## config.mk

```make
export PLATFORM = sky130hd
export DESIGN_NAME = mux4_rr_arbiter
export DESIGN_NICKNAME = d
export VERILOG_FILES = /design/src/rtl/mux4_rr_arbiter.sv
export SDC_FILE = /design/constraint.sdc
export NUM_CORES = 1
export LEC_CHECK = 0
export BUFFER_PORTS_ARGS = -buffer_cell sky130_fd_sc_hd__buf_2
export CAP_MARGIN = 20
export CORE_AREA = 2 2 39 41
export DETAILED_ROUTE_END_ITERATION = 8
export DIE_AREA = 0 0 41 43
export GPL_ROUTABILITY_DRIVEN = 0
export GPL_TIMING_DRIVEN = 0
export PLACE_DENSITY = 0.75
export SLEW_MARGIN = 25
export SYNTH_ARGS = -nofsm -noshare
export SYNTH_HDL_FRONTEND = slang
export SYNTH_SLANG_ARGS = --single-unit
export TNS_END_PERCENT = 1
```

## constraint.sdc

```tcl
create_clock -name clk -period 4.7 [get_ports clk]
set_input_delay 0.705 -clock clk [delete_from_list [all_inputs] [get_ports clk]]
set_output_delay 0.705 -clock clk [all_outputs]
set_load 0.01 [all_outputs]
```

## src/rtl/mux4_rr_arbiter.sv

```systemverilog
// mux4_rr_arbiter: round-robin owner selection for a shared 4-input muxed resource.
// The registered one-hot grant and the matching 2-bit mux select are held until the resource reports done.
// Optional build macro ARB_TIMEOUT_EN adds a forced release after TIMEOUT_CYCLES grant cycles without done.
module mux4_rr_arbiter #(
    parameter int unsigned TIMEOUT_CYCLES = 16
) (
    input  logic       clk,
    input  logic       rst,
    input  logic [3:0] req,
    input  logic       done,
    output logic [3:0] gnt,
    output logic [1:0] sel,
    output logic       busy,
    output logic       timeout
);

    typedef enum logic {
        IDLE,
        GRANT
    } state_t;

    state_t     state;
    logic [1:0] ptr;
    logic       forced;
    logic       release_now;
    logic [1:0] base;
    logic       found;
    logic [1:0] winner;

    // A timeout shorter than one cycle has no meaning, so reject it at elaboration.
    if (TIMEOUT_CYCLES < 1) begin : g_bad_timeout
        $error("mux4_rr_arbiter: TIMEOUT_CYCLES must be >= 1");
    end

`ifdef ARB_TIMEOUT_EN
    localparam int unsigned CW = (TIMEOUT_CYCLES > 1) ? $clog2(TIMEOUT_CYCLES) : 1;

    logic [CW-1:0] count;

    // A forced release fires on the last allowed grant cycle; a done on that cycle wins instead.
    assign forced = (state == GRANT) && !done && (count == CW'(TIMEOUT_CYCLES - 1));
`else
    assign forced  = 1'b0;
    assign timeout = 1'b0;
`endif

    assign release_now = (state == GRANT) && (done || forced);

    // On release the scan starts just past the outgoing owner, so it ends up with lowest priority.
    assign base = release_now ? (sel + 2'd1) : ptr;

    // Scan base, base+1, base+2, base+3; iterating downwards lets the closest requester overwrite.
    always_comb begin
        found  = 1'b0;
        winner = base;
        for (int i = 3; i >= 0; i--) begin
            if (req[base + 2'(i)]) begin
                found  = 1'b1;
                winner = base + 2'(i);
            end
        end
    end

    // Ownership state machine: grant from IDLE, hold in GRANT, re-arbitrate on the release edge.
    always_ff @(posedge clk) begin
        if (rst) begin
            state <= IDLE;
            gnt   <= 4'b0000;
            sel   <= 2'd0;
            busy  <= 1'b0;
            ptr   <= 2'd0;
        end else begin
            if (release_now) begin
                ptr <= sel + 2'd1;
            end
            if ((state == IDLE) || release_now) begin
                if (found) begin
                    gnt   <= 4'b0001 << winner;
                    sel   <= winner;
                    busy  <= 1'b1;
                    state <= GRANT;
                end else begin
                    gnt   <= 4'b0000;
                    busy  <= 1'b0;
                    state <= IDLE;
                end
            end
        end
    end

`ifdef ARB_TIMEOUT_EN
    // Grant-age counter restarts with every new owner and the timeout flag pulses after a forced release.
    always_ff @(posedge clk) begin
        if (rst) begin
            count   <= '0;
            timeout <= 1'b0;
        end else begin
            timeout <= forced;
            if (found && ((state == IDLE) || release_now)) begin
                count <= '0;
            end else if (state == GRANT) begin
                count <= count + 1'b1;
            end
        end
    end
`endif

endmodule

```

==> summary.txt <==
Status
  • Outcome: finished clean

Global route
  • Global-route wire length before repair: 1780 um
  • Grt ovf: 0
  • Vias in the first global route: around 440
  • Largest net degree at the start of global routing: 11
  • GRT Total Usage: 0.147
  • Initial antenna violation count: 0

Logic synthesis
  • Sequential share of the synthesized area: 0.330
  • Post-synth ARST share: 0
  • Yosys warning total: 0
  • Cells after Synth: 62
  • Dominant synthesized flop cell: dfxtp_1
  • Post-synthesis area per instance: 8.82 um2
  • Count of unique library cells instantiated by Yosys: 30
  • Post-synthesis adder-cell area fraction: 0
  • Largest family of logic cells by synthesized area: compound AO/OA/AOI/OAI gates
  • Post-Synth Simple-Gate Area: 0.236
  • Synth cell count leaders: dfxtp_1 (9), nand2_1 (7), o21ai_0 (5)
  • Most instantiated library cell after synthesis: dfxtp_1
  • Mux share of post-synthesis cell area: 0.0183
  • Area contributors post-synth: dfxtp_1 (33%), nand2_1 (4.8%), o21ai_0 (4.6%)
  • Syn nets: 69
  • Synth Area in Compound Gates: 0.314
  • Top cell type's share of synthesized area: 0.330
  • Synth Area in XOR/XNOR: 0.0160
  • FF+latch count, synth: 9
  • Number of synthesized flops with an enable pin: 0
  • Mapped Area: 547 um2
  • Synth area leader: dfxtp_1

Floorplanning
  • CORE AREA: around 0.0014 mm2
  • # IOs: 15
  • Chip width: between 40 and 50 um
  • Die ar.: about 0.0018 mm2
  • Placement Rows: 14
  • Die height: 43 um
  • Initial Utilization: 0.395

Worst setup path
  • CP Cell Sequence: buf_2 > and2_4 > buf_6 > a21o_1 > a221o_1 > and2_4 > o41ai_2
  • Crit. End Element: flop
  • Max incr delay on CP: 0.41 ns
  • Reg2Reg Setup Slack: 2.92 ns
  • Worst path required time: 4.86 ns
  • CP max-delay cell: a221o_1
  • R2R depth: 6
  • Data arrival, critical path: 2.15 ns
  • Crit Path Max Fanout: 7
  • FF-to-FF Start: state
  • Crit path max-delay family: compound AO/OA/AOI/OAI gates
  • Worst path bufs/invs: 2
  • Worst Setup SP: done
  • CP Depth: 7
  • Reg2reg end: gnt[2]
  • Most used cell, CP: and2_4
  • WS Path Type: input pin to flop
  • Crit path to: gnt[2]
  • Type of origin of the critical path: input pin

Power and ir drop
  • Peak VDD IR: 0.159 mV
  • Leak Pwr: 0.288 nW
  • Overall power: 0.200 mW
  • Pwr dens: about 300 mW/mm2

Route
  • TritonRoute pass-1 iters: 4
  • Final ANT Viol Nets: 0
  • # DRC: 0
  • Avg WL per Cell: 12.8 um
  • Vias per cell: ~5.7
  • Number of DRC markers in iteration 0: 8
  • Routed WL: around 1200 um
  • Total number of vias: around 540

Placement
  • Post-place setup slack: 2.32 ns
  • Placed instance area: 627 um2
  • HPWL Detailed: 919 um
  • I/O Buffers: 12

Clock network
  • CTS sink count: 9
  • PostCTS Resize Cnt: 0
  • Htree depth: 1
  • Clock latency on the worst-skew pair: 0.26 ns
  • Postcts setup bufs: 0
  • Root Buffer: clkbuf_4
  • Hold-fix buffers, CTS: 0
  • CTS buffer count: 3
  • Reg clk slew, reported paths: 0.06 ns
  • CTS tree: done
  • CTS max path bufs: 2

STA
  • Final hold vios: 0
  • Period utilization: 0.423
  • Setup TNS: 0 ns
  • Max Freq: 503 MHz
  • Max transition margin: 0.558
  • Setup violations, final: 0
  • Max Slew Vio Count: 0
  • Period minus WS final: 1.99 ns
  • RSZ-0062 raised after global routing: false
  • Crit path setup slack, layout: 2.71 ns
  • Layout Skew: 0.00357 ns
  • Slew @ Worst Pin: 0.656 ns

Finish
  • Syn-to-layout area delta: 20.8%
  • Antenna cells: 0
  • Cell area after layout: 661 um2
  • Nets@finish: 86
  • Layout cells sized above 1: 0.308

Run
  • Max cap viols: 0

Min path
  • Hold Crit Depth: 2
  • Hold crit path type: flop to flop
==> tightest hold or removal path, cell delays in order (launching register included) <==
cell and delay, ns:
dfxtp_1 0.33, nand2_1 0.06, o41ai_2 0.04
==> stage by stage <==
step           utilization  instances  hold WS, ns
2_1_floorplan            -         62        0.478
3_3_place_gp         0.453         90        0.436
3_5_place_dp         0.453         90        0.441
4_1_cts              0.472         94        0.464
5_1_grt              0.477         94        0.479
6_report             0.477         94        0.459
==> cell type report <==
cell class | instances | area (um2)
fill | 141 | 723
multi-input combinational | 47 | 330
sequential | 9 | 180
timing repair buffer | 12 | 60.1
buffer | 3 | 32.5
clock buffer | 4 | 26.3
tap | 16 | 20.0
inverter | 3 | 11.3
==> registers in the layout, indices dropped and copies added, names as in the netlist <==
name   count
gnt        4
ptr        2
sel        2
state      1
==> cells in the final DEF, fill, tap and decap left out, drive strengths merged, types with 2 or more instances in the layout <==
cell type	n
o21ai	5
nand3b	3
dfxtp	9
buf	14
nand2	7
o31ai	2
inv	3
a21oi	2
nor2	4
nand2b	2
and2	2
o41ai	3
a32o	2
clkbuf	5
o211ai	2
==> cell families (layout without fill, tap and decap cells) <==
family,Yosys count,count (layout)
and+or+nand+nor,23,23
AOI/OAI and AO/OA,21,21
DFF,9,9
buffers and inverters,6,22
other,1,1
xor gates and xnor gates,1,1
muxes,1,1
==> worst min path at each step <==
stage / end / slack, ns / from
2_1_floorplan: gnt[3] / 0.48 / gnt[3]
4_1_cts: gnt[3] / 0.46 / gnt[3]
6_report: gnt[2] / 0.46 / gnt[2]
3_5_place_dp: gnt[3] / 0.44 / gnt[3]
3_3_place_gp: gnt[2] / 0.44 / gnt[2]
5_1_grt: gnt[3] / 0.48 / gnt[3]
==> metal layers <==
metal | routed length [um] | vias to the layer above | global-route usage
met5 | 0 | - | 0
met4 | 23 | 0 | 0.0800
met3 | 56 | 5 | 0.0314
met1 | 555 | 252 | 0.186
met2 | 564 | 16 | 0.222
li1 | - | 263 | -
==> power by group <==
group          leakage [nW]  total, mW  internal [mW]  switching (mW)
combinational         0.199     0.0524         0.0240          0.0284
sequential           0.0741     0.0885         0.0830         0.00553
clock                0.0150     0.0588         0.0327          0.0262
total                 0.288      0.200          0.140          0.0601
(Power assumes the default switching activity.)
